<file path="config.mk">
export PLATFORM = sky130hd
export DESIGN_NAME = div
export DESIGN_NICKNAME = d
export VERILOG_FILES = /design/src/rtl/div_pkg.sv /design/src/rtl/div.sv
export SDC_FILE = /design/constraint.sdc
export NUM_CORES = 1
export LEC_CHECK = 0
export CORE_ASPECT_RATIO = 0.5
export CORE_UTILIZATION = 44
export DETAILED_ROUTE_END_ITERATION = 10
export PLACE_DENSITY = 0.74
export SLEW_MARGIN = 30
export SYNTH_ARGS = -nofsm -noshare
export SYNTH_HDL_FRONTEND = slang
export SYNTH_SLANG_ARGS = --single-unit
</file>
<file path="constraint.sdc">
create_clock -name clk -period 3.2 [get_ports clk]
set_input_delay 0.32 -clock clk [delete_from_list [all_inputs] [get_ports clk]]
set_output_delay 0.32 -clock clk [all_outputs]
set_load 0.03 [all_outputs]
</file>
<file path="src/rtl/div_pkg.sv">
// rtl/div_pkg.sv - divider state encodings and stall-handshake constants
package div_pkg;

   typedef enum logic [1:0] {
      DIV_FREE   = 2'b00,
      DIV_BYZERO = 2'b01,
      DIV_ON     = 2'b10,
      DIV_END    = 2'b11
   } div_state_t;

   localparam logic DIV_START            = 1'b1;
   localparam logic DIV_STOP             = 1'b0;
   localparam logic DIV_RESULT_READY     = 1'b1;
   localparam logic DIV_RESULT_NOT_READY = 1'b0;

endpackage

</file>
<file path="src/rtl/div.sv">
// rtl/div.sv - multi-cycle restoring divider for DIV/DIVU, one quotient bit per clock
module div
   import div_pkg::*;
#(
   parameter int WIDTH = 32
) (
   input  logic               clk,
   input  logic               rst,
   input  logic               signed_div_i,
   input  logic [WIDTH-1:0]   opdata1_i,
   input  logic [WIDTH-1:0]   opdata2_i,
   input  logic               start_i,
   input  logic               annul_i,
   output logic [2*WIDTH-1:0] result_o,
   output logic               ready_o
);

   localparam int CW = $clog2(WIDTH) + 1;

   div_state_t         state, state_n;
   logic [CW-1:0]      cnt, cnt_n;
   logic [2*WIDTH:0]   dvd, dvd_n;
   logic [WIDTH-1:0]   divisor, divisor_n;
   logic               sgn_div, sgn_div_n;
   logic               sgn1, sgn1_n;
   logic               sgn2, sgn2_n;
   logic [2*WIDTH-1:0] result_n;
   logic               ready_n;

   logic               accept, hold;
   logic [WIDTH:0]     diff;
   logic [WIDTH-1:0]   mag1, mag2, q_mag, r_mag, q_fix, r_fix;

   assign accept = (start_i == DIV_START) && !annul_i;
   assign hold   = !((start_i == DIV_STOP) || annul_i);

   assign mag1 = (signed_div_i && opdata1_i[WIDTH-1]) ? -opdata1_i : opdata1_i;
   assign mag2 = (signed_div_i && opdata2_i[WIDTH-1]) ? -opdata2_i : opdata2_i;

   // 33-bit trial subtraction: the top bit is the borrow that rejects the step
   assign diff  = dvd[2*WIDTH:WIDTH] - {1'b0, divisor};
   assign q_mag = dvd[WIDTH-1:0];
   assign r_mag = dvd[2*WIDTH:WIDTH+1];
   assign q_fix = (sgn_div && (sgn1 ^ sgn2)) ? -q_mag : q_mag;
   assign r_fix = (sgn_div && sgn1) ? -r_mag : r_mag;

   always_ff @(posedge clk) begin
      if (rst) begin
         state    <= DIV_FREE;
         cnt      <= '0;
         dvd      <= '0;
         divisor  <= '0;
         sgn_div  <= 1'b0;
         sgn1     <= 1'b0;
         sgn2     <= 1'b0;
         result_o <= '0;
         ready_o  <= DIV_RESULT_NOT_READY;
      end else begin
         state    <= state_n;
         cnt      <= cnt_n;
         dvd      <= dvd_n;
         divisor  <= divisor_n;
         sgn_div  <= sgn_div_n;
         sgn1     <= sgn1_n;
         sgn2     <= sgn2_n;
         result_o <= result_n;
         ready_o  <= ready_n;
      end
   end

   always_comb begin
      state_n   = state;
      cnt_n     = cnt;
      dvd_n     = dvd;
      divisor_n = divisor;
      sgn_div_n = sgn_div;
      sgn1_n    = sgn1;
      sgn2_n    = sgn2;
      result_n  = result_o;
      ready_n   = ready_o;
      case (state)
         DIV_FREE: begin
            result_n = '0;
            ready_n  = DIV_RESULT_NOT_READY;
            if (accept) begin
               if (opdata2_i == '0) begin
                  state_n = DIV_BYZERO;
               end else begin
                  state_n   = DIV_ON;
                  cnt_n     = '0;
                  dvd_n     = {{WIDTH{1'b0}}, mag1, 1'b0};
                  divisor_n = mag2;
                  sgn_div_n = signed_div_i;
                  sgn1_n    = opdata1_i[WIDTH-1];
                  sgn2_n    = opdata2_i[WIDTH-1];
               end
            end
         end
         DIV_BYZERO: begin
            state_n  = DIV_END;
            result_n = '0;
            ready_n  = DIV_RESULT_READY;
         end
         DIV_ON: begin
            if (!hold) begin
               state_n  = DIV_FREE;
               result_n = '0;
               ready_n  = DIV_RESULT_NOT_READY;
            end else if (cnt != CW'(WIDTH)) begin
               if (diff[WIDTH])
                  dvd_n = {dvd[2*WIDTH-1:0], 1'b0};
               else
                  dvd_n = {diff[WIDTH-1:0], dvd[WIDTH-1:0], 1'b1};
               cnt_n = cnt + CW'(1);
            end else begin
               state_n  = DIV_END;
               result_n = {r_fix, q_fix};
               ready_n  = DIV_RESULT_READY;
            end
         end
         DIV_END: begin
            if (!hold) begin
               state_n  = DIV_FREE;
               result_n = '0;
               ready_n  = DIV_RESULT_NOT_READY;
            end
         end
         default: state_n = DIV_FREE;
      endcase
   end

endmodule
</file>
## After elaboration in Yosys (flattened, before gate mapping)

Index checks and enable logic that the tools add are counted.

| operators by class | value |
|---|---|
| add/subtract/negate cells | 6 |
| eq/ne operators | 10 |
| multiplexer cells | 29 |
| bitwise operators | 3 |
| reductions and logical operators | 15 |

Operators by type and width:

| kind | number |
|---|---|
| 65-bit two-way mux | 5 |
| 64-bit two-way mux | 3 |
| 64-bit one-hot mux with 3 select lines | 1 |
| 65-bit one-hot mux with 2 select lines | 1 |
| 32-bit two-way mux | 4 |
| 32-bit negation | 4 |
| 33-bit by 32-bit subtractor with 33-bit output | 1 |
| 32-bit zero test | 1 |
| 6-bit two-way mux | 4 |
| 6-bit one-hot mux with 2 select lines | 1 |
| 2-bit two-way mux | 5 |
| 2-bit != test, second input constant | 5 |
| 2-bit one-hot mux with 4 select lines | 1 |
| 6-bit by 1-bit adder with 6-bit output, second input constant | 1 |
| 6-bit != test, second input constant | 1 |
| 3-bit AND reduction | 2 |
| 1-bit logical AND | 5 |
| 5-bit AND reduction | 1 |
| 2-bit == test, second input constant | 2 |
| 1-bit one-hot mux with 4 select lines | 1 |
| 1-bit two-way mux | 3 |
| 3-bit != test, second input constant | 1 |
| 2-bit by 1-bit == test with 1-bit output, second input constant | 1 |
| 2-bit zero test | 1 |
| 7 further kinds | 8 |

| word-level totals | value |
|---|---|
| register bits after elaboration | 173 |
| word-level logic and storage cells | 72 |

## Depth between registers and ports, before layout

Gate-level depths: netlist of run 1.

| depth | value |
|---|---|
| word-level depth | 6 |
| mapped depth | 12 |
| mapped depth without buffers | 11 |

## Worst setup path before layout of run 1

Ideal clock, no wire load.

| path | value |
|---|---|
| kind | register to register |
| start point | reg dvd[32] |
| end point | reg dvd[37] |
| setup time | 0.128 ns |
| arrival | 2.766 ns |
| path slack | 0.306 ns |
| stages on the path, launching flop included | 13 |
| path buffers | 1 |
| period minus slack after synthesis | 2.894 ns |
| cells stage by stage | dfxtp_1 -> inv_1 -> ha_1 -> fa_1 -> nand2b_1 -> a21oi_1 -> o2111ai_1 -> a31oi_1 -> a31oi_2 -> xnor2_1 -> buf_2 -> mux2i_1 -> o21ai_1 |

| between the ends | value |
|---|---|
| word-level cells in the longest chain between the ends | 5 |

RTL lines:

| element | line | source |
|---|---|---|
| start, declared | div.sv:22 | `logic [2*WIDTH:0] dvd, dvd_n;` |
| start signal, assigned | div.sv:61 | `dvd <= dvd_n;` |
| 33-bit by 32-bit subtractor with 33-bit output | div.sv:41 | `assign diff = dvd[2*WIDTH:WIDTH] - {1'b0, divisor};` |
| 65-bit two-way mux | div.sv:110 | `if (diff[WIDTH])` |
| 65-bit two-way mux | div.sv:109 | `end else if (cnt != CW'(WIDTH)) begin` |
| 65-bit two-way mux | div.sv:105 | `if (!hold) begin` |
| 65-bit one-hot mux with 2 select lines | div.sv:81 | `case (state)` |

No other way between the ends. The select of a mux whose other input is x is not followed.
A chain may end at the register's enable or synchronous reset.

## Worst setup path after layout of run 1

| path | value |
|---|---|
| start point | reg dvd[32] |
| end point | reg dvd[62] |

Same word-level chain as after synthesis.

==> reports/qor.txt, run 1 <==
status = complete, no violations
Critical Path RT = 3.55 ns
final WL = 33100 um
clk root buf = clkbuf_16
post-layout util = 56.2%
EDFF count, synth = 0
Detailed Route Iter0 Violations = 916
Placer Congestion = 0.914
crit share post-route = 95.4%
maximum capacitance violations = 0
CTS tree = done
die area = 26100 um^2
DP Cell Count = 1899
Cell variety after synth = 73
Worst setup EP type = register
Mapped Avg Cell Area = 7.73 um^2
antenna cell count = 0
ANT nets after route = 0
CTS clock-pin slew for the worst setup and hold paths = 0.07 ns
cell area after synthesis = 11200 um^2
gr usage total = 25.5%
total grt overflow = 0
Die X = 228 um
IO Pins = 134
I/O Buffers = 133
WS Path Type = reg -> reg
Core Region = 24500 um^2
largest net degree at the start of global routing = 80
Async SR Flop Fraction = 0%
met2 Use GR = 40.6%
slew margin rel. = 43.2%
pwr dens = 402 nW/um^2
RSZ-0062 raised after global routing = no
H-tree depth = 4
multi-input logic area = 7220 um^2
Hold Path Class = in -> reg
Synthesis Warnings = 0
share of cells above drive strength 1 = 8.09%
CP Launch Type = register
Max Clk Rate = 327 MHz
Syn Nets = 1561
global-route wire length before repair = 52900 um
Mapped Cells = 1449
clock latency on the worst-skew pair = 0.44 ns
area share of the largest cell type after synthesis = 30.9%
Crit path arrival time = 3.41 ns
Hold Vio Cnt, Final = 0
crit-path max FO = 9
Max Transition Viols Final = 0
Worst-Margin Slew = 0.851 ns
row count = 40
Die Y = 115 um
setup slack, reg-to-reg = 0.15 ns
HPWL after DPL = 25100 um
average wire per standard cell = 17.2 um
Fillers = 2268
min Tclk post-route = 3.05 ns
initial antenna violation count = 0
First-pass DRT Iterations = 4
Yosys reg bits = 173
Num CTS Buffers = 17
via/cell ratio = 5.67
met3 Use GR = 3.73%
Reg area = 3460 um^2
setup violators final = 0
clock sink total = 173
ys flop type = dfxtp_1
skew final = 0.0129 ns
DR vias = 10956
fin worst setup slack = 0.146 ns
worst-case clock buffer depth = 2
post-CTS setup buffer count = 0
final cell count without fillers = 1931
routing usage on met1 = 36.4%
Starting Density = 45.8%
Seq/Total Area, Yosys = 30.9%
Synth-to-Final Area Change = 22.9%
vias in the first global route = 10208
Residual DRC = 0
VDD IR max = 0.000454 V
fin nets = 1694
Synth area leaders = dfxtp_1 (31%), nor2_1 (6.5%), xnor2_1 (5.9%)
leakage power = 0.00513 uW
Sum Neg Setup Slack = 0 ns
Post-Place Setup Slack = 0.0946 ns
GRT Max-Usage Layer = met2
largest area contributor in the netlist = dfxtp_1
most frequent cells after synthesis = nor2_1 (194), dfxtp_1 (173), nand2_1 (140), a21oi_1 (112), o21ai_0 (95)
top-count cell post-synth = nor2_1
==> layout by cell type, fill, tap and decap left out, types with 41 or more instances in the layout <==
| cell type | synthesis | layout |
|---|---|---|
| dfxtp_1 | 173 | 173 |
| nand2_1 | 140 | 140 |
| inv_1 | 56 | 56 |
| ha_1 | 42 | 41 |
| o21ai_0 | 95 | 95 |
| xor2_1 | 75 | 75 |
| nor2_1 | 194 | 192 |
| clkdlybuf4s50_1 | 0 | 132 |
| xnor2_1 | 75 | 74 |
| buf_4 | 1 | 60 |
| a21oi_1 | 112 | 111 |
==> repair_timing <==
item	in CTS	in global routing
hold buffers	0	0
resized for setup	0	5
endpoints found under the hold margin	0	0
endpoints found under the setup margin	0	25
==> layer usage <==
| layer | vias up | routed length [um] |
|---|---|---|
| met5 | - | 0 |
| met1 | 5194 | 16000 |
| met2 | 338 | 14900 |
| met4 | 0 | 403 |
| met3 | 27 | 1860 |
| li1 | 5397 | - |
==> registers in the layout, indices dropped and copies added, names as in the netlist <==
name and count:
cnt 6, divisor 32, dvd 65, ready_o 1
result_o 64, sgn1 1, sgn2 1, sgn_div 1
state 2
==> layout make-up <==
cell class,instances,share of cell area (%)
multi-input cells,1137,52.4
flip-flops and latches,173,25.2
repair buffers,197,13.6
clock buffers,18,3.12
well taps,336,3.05
inverters,56,1.53
clock inverters,14,1.13
==> path summary, 6_finish.rpt <==
path	startpoint	to	cells after the start
max	dvd[32]$_SDFFE_PP0P_	dvd[62]$_SDFFE_PP0P_	12
min	rst	dvd[32]$_SDFFE_PP0P_	2
max reg2reg	dvd[32]$_SDFFE_PP0P_	dvd[62]$_SDFFE_PP0P_	12
min reg2reg	result_o[56]$_SDFFE_PP0P_	result_o[56]$_SDFFE_PP0P_	2
==> kinds of logic after synthesis <==
logic type,share of synthesized area (%)
DFF,30.9
and+or+nand+nor,20.9
muxes,2.86
AOI/OAI and AO/OA,23.6
xor gates and xnor gates,11.7
buffers and inverters,5.14
adders and majority gates,4.87
==> power by group <==
group          internal (uW)  switching, uW  total [uW]
registers               2220           70.4        2290
logic                    466            663        1130
clock network           1170            946        2110
total                   3850           1680        5530
==> critical path: stages (launching register included) <==
cell and delay, ns:
dfxtp_1 0.31, inv_1 0.11, ha_1 0.26, fa_1 0.40
nand2b_1 0.19, a21oi_2 0.17, o2111ai_2 0.18, a31oi_4 0.28
a31oi_4 0.15, mux2i_1 0.15, buf_4 0.17, or4_1 0.47
o211ai_1 0.11
==> through the flow <==
stage	hold slack [ns]	area, um^2	power, uW
floorplan	0.450	11200	3050
global placement	0.444	13100	3410
detailed placement	0.442	13100	3430
CTS	0.146	13700	5540
global route	0.151	13800	5770
finish	0.167	13800	5530
Note: power is estimated with default switching activity, not from simulation.
==> run 2: changes to the inputs <==
--- a/config.mk
+++ b/config.mk
@@ -7,6 +7,7 @@
 export LEC_CHECK = 0
 export CORE_ASPECT_RATIO = 0.5
 export CORE_UTILIZATION = 44
+export CTS_CLUSTER_DIAMETER = 40
 export DETAILED_ROUTE_END_ITERATION = 10
 export PLACE_DENSITY = 0.74
 export SLEW_MARGIN = 30
==> results of run 2 <==
Final layout, timing and power as in run 1 (identical DEF).
